### config.mk
export PLATFORM = sky130hd
export DESIGN_NAME = pwm_bank
export DESIGN_NICKNAME = d
export VERILOG_FILES = /design/src/rtl/pwm_bank.sv
export SDC_FILE = /design/constraint.sdc
export NUM_CORES = 1
export LEC_CHECK = 0
export BUFFER_PORTS_ARGS = -buffer_cell sky130_fd_sc_hd__buf_2
export CAP_MARGIN = 20
export CORE_MARGIN = 1
export CORE_UTILIZATION = 35
export CTS_BUF_LIST = sky130_fd_sc_hd__clkbuf_2 sky130_fd_sc_hd__clkbuf_4 sky130_fd_sc_hd__clkbuf_8
export CTS_CLUSTER_SIZE = 14
export DETAILED_ROUTE_END_ITERATION = 8
export GPL_TIMING_DRIVEN = 0
export SLEW_MARGIN = 30
export SYNTH_ARGS = -nofsm -noshare
export SYNTH_HDL_FRONTEND = slang
export SYNTH_SLANG_ARGS = --single-unit
export TNS_END_PERCENT = 1
### constraint.sdc
create_clock -name clk -period 4 [get_ports clk]
set_input_delay 0.8 -clock clk [delete_from_list [all_inputs] [get_ports clk]]
set_output_delay 0.8 -clock clk [all_outputs]
set_load 0.005 [all_outputs]
### src/rtl/pwm_bank.sv
// pwm_bank: multi-channel PWM with shared prescaler/period counter and double-buffered duties.
// Latency: out/period_start are registered, reflecting counter and duty state of the previous clk.
// Backpressure: none; duty writes are always accepted (writes to channels >= M are dropped).
//
// Ports:
//   clk, reset_n        clock (rising edge), asynchronous active-low reset
//   en                  bank enable; while low the counter is parked and shadows are copied through
//   prescale            counter advances once every prescale+1 clk cycles
//   period              counter terminal value, sampled at period boundaries
//   wr_en/wr_ch/wr_duty shadow duty write port
//   in                  per-channel source bits, gated by the PWM compare
//   out                 registered PWM outputs
//   period_start        one-clk pulse in the first cycle of each new period
//
// Optional build: define PWM_BANK_CENTER_ALIGNED_EN for an up/down (centre-aligned) counter.

module pwm_bank #(
    parameter int N    = 8,
    parameter int M    = 4,
    parameter int CH_W = 2,
    parameter int PS_W = 4
) (
    input  logic            clk,
    input  logic            reset_n,
    input  logic            en,
    input  logic [PS_W-1:0] prescale,
    input  logic [N-1:0]    period,
    input  logic            wr_en,
    input  logic [CH_W-1:0] wr_ch,
    input  logic [N-1:0]    wr_duty,
    input  logic [M-1:0]    in,
    output logic [M-1:0]    out,
    output logic            period_start
);

    logic [PS_W-1:0] ps;
    logic [N-1:0]    cnt;
    logic [N-1:0]    cnt_nxt;
    logic [N-1:0]    period_act;
    logic [N-1:0]    duty_sh  [M];
    logic [N-1:0]    duty_act [M];
    logic            tick;
    logic            boundary;

    // Equality (not >=) so a prescale lowered below the current ps lets ps wrap
    // through its full range before the next tick.
    assign tick = (ps == prescale);

`ifdef PWM_BANK_CENTER_ALIGNED_EN
    logic dir_down;
    logic dir_down_nxt;

    // Up 0..period_act, then down to 0. The boundary is the downward step into 0;
    // degenerate periods (0 or 1) reach 0 straight from the peak.
    always_comb begin
        cnt_nxt      = cnt;
        dir_down_nxt = dir_down;
        boundary     = 1'b0;
        if (tick) begin
            if (!dir_down) begin
                if (cnt >= period_act) begin
                    if (period_act <= N'(1)) begin
                        boundary = 1'b1;
                        cnt_nxt  = '0;
                    end else begin
                        dir_down_nxt = 1'b1;
                        cnt_nxt      = cnt - N'(1);
                    end
                end else begin
                    cnt_nxt = cnt + N'(1);
                end
            end else begin
                if (cnt <= N'(1)) begin
                    boundary     = 1'b1;
                    cnt_nxt      = '0;
                    dir_down_nxt = 1'b0;
                end else begin
                    cnt_nxt = cnt - N'(1);
                end
            end
        end
    end

    always_ff @(posedge clk or negedge reset_n) begin
        if (!reset_n) begin
            dir_down <= 1'b0;
        end else if (!en) begin
            dir_down <= 1'b0;
        end else begin
            dir_down <= dir_down_nxt;
        end
    end
`else
    always_comb begin
        cnt_nxt  = cnt;
        boundary = 1'b0;
        if (tick) begin
            if (cnt == period_act) begin
                boundary = 1'b1;
                cnt_nxt  = '0;
            end else begin
                cnt_nxt = cnt + N'(1);
            end
        end
    end
`endif

    // Shadow duty registers. Only channels 0..M-1 are decoded, so a wr_ch >= M
    // matches nothing and the write is dropped.
    always_ff @(posedge clk or negedge reset_n) begin
        if (!reset_n) begin
            for (int i = 0; i < M; i++) begin
                duty_sh[i] <= '0;
            end
        end else if (wr_en) begin
            for (int i = 0; i < M; i++) begin
                if (wr_ch == CH_W'(i)) begin
                    duty_sh[i] <= wr_duty;
                end
            end
        end
    end

    // Counter, active registers and outputs. A write landing on a boundary
    // cycle is not seen here: duty_act takes the pre-write shadow value.
    always_ff @(posedge clk or negedge reset_n) begin
        if (!reset_n) begin
            ps           <= '0;
            cnt          <= '0;
            period_act   <= '1;
            out          <= '0;
            period_start <= 1'b0;
            for (int i = 0; i < M; i++) begin
                duty_act[i] <= '0;
            end
        end else if (!en) begin
            // Parked: keep active values tracking the inputs so the first
            // period after enable uses whatever was programmed meanwhile.
            ps           <= '0;
            cnt          <= '0;
            period_act   <= period;
            out          <= '0;
            period_start <= 1'b0;
            for (int i = 0; i < M; i++) begin
                duty_act[i] <= duty_sh[i];
            end
        end else begin
            ps           <= tick ? '0 : ps + PS_W'(1);
            cnt          <= cnt_nxt;
            period_start <= boundary;
            if (boundary) begin
                period_act <= period;
                for (int i = 0; i < M; i++) begin
                    duty_act[i] <= duty_sh[i];
                end
            end
            for (int i = 0; i < M; i++) begin
                out[i] <= in[i] & (cnt < duty_act[i]);
            end
        end
    end

endmodule

# Word level (Yosys, flattened, before mapping)
# Index checks and enable logic that the tools add are counted.
[classes] n_mux=13 n_addsub=2 n_lt_le_gt_ge=4 n_reduce_logical=5 eq_ne=7 bitwise_logic=4
[ops] op="$mux 32" n=2
[ops] op="$mux 8" n=5
[ops] op="$lt 8x8->1" n=4
[ops] op="$mux 4" n=3
[ops] op="$add 8x1->8 const B" n=1
[ops] op="$eq 8x8->1" n=1
[ops] op="$reduce_and 2->1" n=4
[ops] op="$add 4x1->4 const B" n=1
[ops] op="$and 1x1->1" n=4
[ops] op="$eq 2x2->1 const B" n=2
[ops] op="$eq 4x4->1" n=1
[ops] op="$ne 2x1->1 const B" n=2
[ops] op="$mux 1" n=3
[ops] op="$eq 2x1->1 const B" n=1
[ops] op="$logic_not 2->1" n=1
[totals] output_inout_bits=5 input_bits=30 regBits=89

# Longest topological paths before layout
[depth] ltp_word=5 mapped_depth=6 mapped_depth_nobuf=6

# Least setup slack after synthesis
# No wires, ideal clock.
[synth_timing] path_kind="input port to flip-flop" from="input port prescale[3]" to="register duty_act[0] in the netlist's numbering" slack_ns=1.789 stages=5 setup_time_ns=0.125 arrival_time_ns=2.086 cell_sequence="xnor2_1 -> nand4_1 -> o31ai_4 -> buf_6 -> mux2_4"
[synth_between] elab_chain_len=3
[synth_lines] element="start: declaration" line_no="26" rtl="input logic [PS_W-1:0] prescale,"
[synth_lines] element="$eq 4x4->1" line_no="47" rtl="assign tick = (ps == prescale);"
[synth_lines] element="$mux 1" line_no="97" rtl="if (tick) begin"
[synth_lines] element="$ne 2x1->1 (no source line)"
[synth_lines] element="end signal: indexed assignment" line_no="145" rtl="duty_act[i] <= duty_sh[i];"
[synth_lines] element="end signal: indexed assignment" line_no="154" rtl="duty_act[i] <= duty_sh[i];"
[synth_lines] element="end: declaration" line_no="41" rtl="logic [N-1:0] duty_act [M];"
# No other way between the ends.
# A chain may end at the register's enable or synchronous reset.

# Worst setup path after layout
[layout_timing] from="register cnt[7]" to="register duty_act[4] in the netlist's numbering"
[layout_between] elab_chain_len=4
[layout_lines] element="start: declaration" line_no="37" rtl="logic [N-1:0] cnt;"
[layout_lines] element="start signal: assignment" line_no="149" rtl="cnt <= cnt_nxt;"
[layout_lines] element="$eq 8x8->1" line_no="98" rtl="if (cnt == period_act) begin"
[layout_lines] element="$mux 1" line_no="98"
[layout_lines] element="$mux 1" line_no="97"
[layout_lines] element="$ne 2x1->1 (no source line)"
# No other way between the ends.

==> qor.txt <==
Status - complete, no violations
Post-synthesis instance total - 349
Worst path max stage delay - 530 ps
Hold-fix buffers at CTS - 0
Drt drc - 0
CTS-repair resized insts - 0
Root Buffer - clkbuf_8
Sequential fraction of the synthesis area - 49.04%
# clock sinks - 89
Fin crit share - 57.50%
Inst Count DP - 556
CTS H-tree depth - 3
Rel. slew slack - 33.15%
Later-pin clock latency in the skew report - 360 ps
# nets final - 455
DP HPWL - 6692 um
WP buf/inv - 1
Synth unique cells - 42
Fin cells - 572
Drt pass-1 iters - 4
Die area - 13490 um^2
Largest net degree at the start of global routing - 61
Vias per cell - 4.858
Worst R2R Path Depth - 5
Worst EP arrival - 2550 ps
HP Class - in2async
Yosys top cell area share - 44.43%
Area grow syn2layout - 13.58%
Ys Warns - 0
Die height - 116.2 um
Clk buf depth - 2
Gpl congestion - 0.7362
Port buffer count - 34
Worst-margin pin slew - 991.9 ps
Antenna Nets Post-Route - 0
Vias - 2779
Met3 WL - 303 um
Mapped cell area - 4562 um^2
Number of DRC markers in iteration 0 - 105
Fin Clk Skew - 6.899 ps
Setup TNS - 0 ps
DP Worst Slack - 1443 ps
Largest area contributor in the netlist - dfrtp_1
Worst R2R End - duty_act[4]
Max-slew violations - 0
Core Rows - 41
Tot GR Track Use - 15.49%
Largest cells by area after synthesis - dfrtp_1 (44%), mux2_4 (13%), ha_1 (8.2%), mux2_2 (7.9%), dfstp_2 (4.6%)
CP Max Fanout - 10
CP Class - reg2reg
Vias in the first global route - 2984
Initial Utilization - 36.00%
Top layer in use - met4
Syn_area_per_cell - 13.07 um^2
Fillers - 1231
Final min period - 2300 ps
Met2 wire length - 4539 um
Clock-pin slew on the worst setup and hold paths - 80 ps
CTS Buf Count - 9
Total core area - 12670 um^2
# diodes - 0
#FFs+latches synth - 89
Met1 Wirelength - 4451 um
Worst path required time - 4250 ps
Total gr overflow - 0
Proportion of layout cells with a drive suffix above 1 - 36.25%
PD cells - 428.7 nW/um^2
Worst vdd ir - 0.2044 mV
CP Capture Type - flip-flop
Final WS setup - 1700 ps
Tot Pwr - 2.221 mW
Startpoint types - flip-flop
CP max-delay cell - dfrtp_1
Buffer count from post-CTS setup fixing - 0
Worst r2r src - cnt[7]
Post-DP Area - 4981 um^2
RSZ-0062 raised after global routing - false
Max_cap viols - 0
Hold Vio Cnt, Final - 0
Final setup viols - 0
Final instance area - 5181 um^2
Average wire per standard cell - 16.49 um
Mapped Nets - 409
Top Family by Delay on Critical Path - flip-flops
CTS tree - done
Crit path cell chain - xnor2_1 > nand4_2 > o31ai_4 > buf_6 > mux2_4
P_leak - 2.554 nW
Chip width - 116.2 um
First-pass GRT wire length - 15330 um
I/O pins - 35
Drt total wl - 9430 um
Reg2Reg Setup Slack - 1700 ps
Max Freq - 0.4348 GHz
Antenna violations before repair - 0
## sequential cells by signal, indices dropped and copies added (netlist names)
register,count
cnt,8
duty_act,32
duty_sh,32
out,4
period_act,8
period_start,1
ps,4
## placed cells by master (no fill, tap or decap), types with 3 or more instances in the layout
| cell type | instances |
|---|---|
| or3_1 | 4 |
| nand2b_1 | 4 |
| ha_1 | 30 |
| xnor2_1 | 13 |
| mux2_4 | 40 |
| a21o_1 | 4 |
| o21a_1 | 5 |
| buf_2 | 34 |
| nor2_1 | 10 |
| dfstp_2 | 8 |
| mux2_2 | 32 |
| buf_6 | 6 |
| nand4b_1 | 3 |
| nand2_1 | 18 |
| a21oi_1 | 8 |
| o22ai_1 | 4 |
| o21ai_0 | 5 |
| a211o_1 | 4 |
| clkbuf_4 | 3 |
| clkbuf_8 | 10 |
| inv_1 | 29 |
| nand3_1 | 7 |
| xor2_1 | 5 |
| o2111ai_1 | 3 |
| dfrtp_1 | 81 |
## through the flow
step | util, % | hold WS [ps]
after floorplan | - | 475.7
after global placement | 39.04 | 483.4
after detailed placement | 39.31 | 490.9
after CTS | 40.89 | 303.4
after global routing | 40.89 | 317.4
final | 40.89 | 313.4
## Yosys cell counts (all sizes together)
library cell and n:
nand4 4, o22ai 4, xnor2 13, o21ai 5, and4b 1, a21o 4
nand3 7, nor2 10, nand3b 2, and4 2, o21a 5, nor3b 1
nand2 18, a211o 4, inv 29, a21oi 8, buf 6, nand2b 4
dfrtp 81, dfstp 8, nor4 2, xor2 5, o41ai 1, o2111ai 3
nor2b 2, mux2 72, ha 30, o211ai 2, nand4b 3, a211oi 1
and2 3, a41oi 1, or3 4, o31ai 2, nor3 1, clkbuf 1
## worst max-delay path by stage
stage / from / to / depth (start not counted)
final: cnt[7] / duty_act[4] / 5
after global placement: reset_n / duty_sh[27] / 1
after global routing: cnt[7] / duty_act[4] / 5
after detailed placement: prescale[3] / duty_act[3] / 6
after floorplan: prescale[3] / duty_act[0] / 5
after CTS: cnt[7] / duty_act[4] / 5
## report_power, final
part	total, mW	leakage, nW	internal (mW)	switching (mW)
clock	0.632	0.108	0.325	0.306
combinational	0.440	1.37	0.264	0.176
sequential	1.15	1.07	1.06	0.0910
total	2.22	2.55	1.65	0.573
## cells by family (layout without fill, tap and decap cells)
kind of cell | count (synthesis) | count (layout) | share of synthesized area, %
buffers and inverters | 36 | 87 | 3.812
and+or+nand+nor | 64 | 64 | 7.926
muxes | 72 | 72 | 21.06
DFF | 89 | 89 | 49.04
adders and majority gates | 30 | 30 | 8.228
AOI/OAI and AO/OA | 40 | 40 | 6.473
xor gates and xnor gates | 18 | 18 | 3.456
## per-layer routing
layer,GRT usage [%],vias up
met2,25.48,42
met3,3.788,12
met4,5.043,0
met1,20.07,1403
li1,-,1322
met5,0,-
## worst reg2reg max path, stage by stage (launching register included)
cell     delay (ps)
dfrtp_1         530
xnor2_1         360
nand4_2         280
o31ai_4         440
buf_6           260
mux2_4          330
## final cells by class
class	count	area (um^2)	area share, %
flip-flops and latches	89	2237	43.18
multi-input cells	224	2151	41.51
well taps	172	215.2	4.154
repair buffers	35	203.9	3.936
clock buffers	13	160.2	3.091
inverters	29	108.9	2.101
plain buffers	7	65.06	1.256
clock inverters	3	40.04	0.7728
Note: power is estimated with default switching activity, not from simulation.
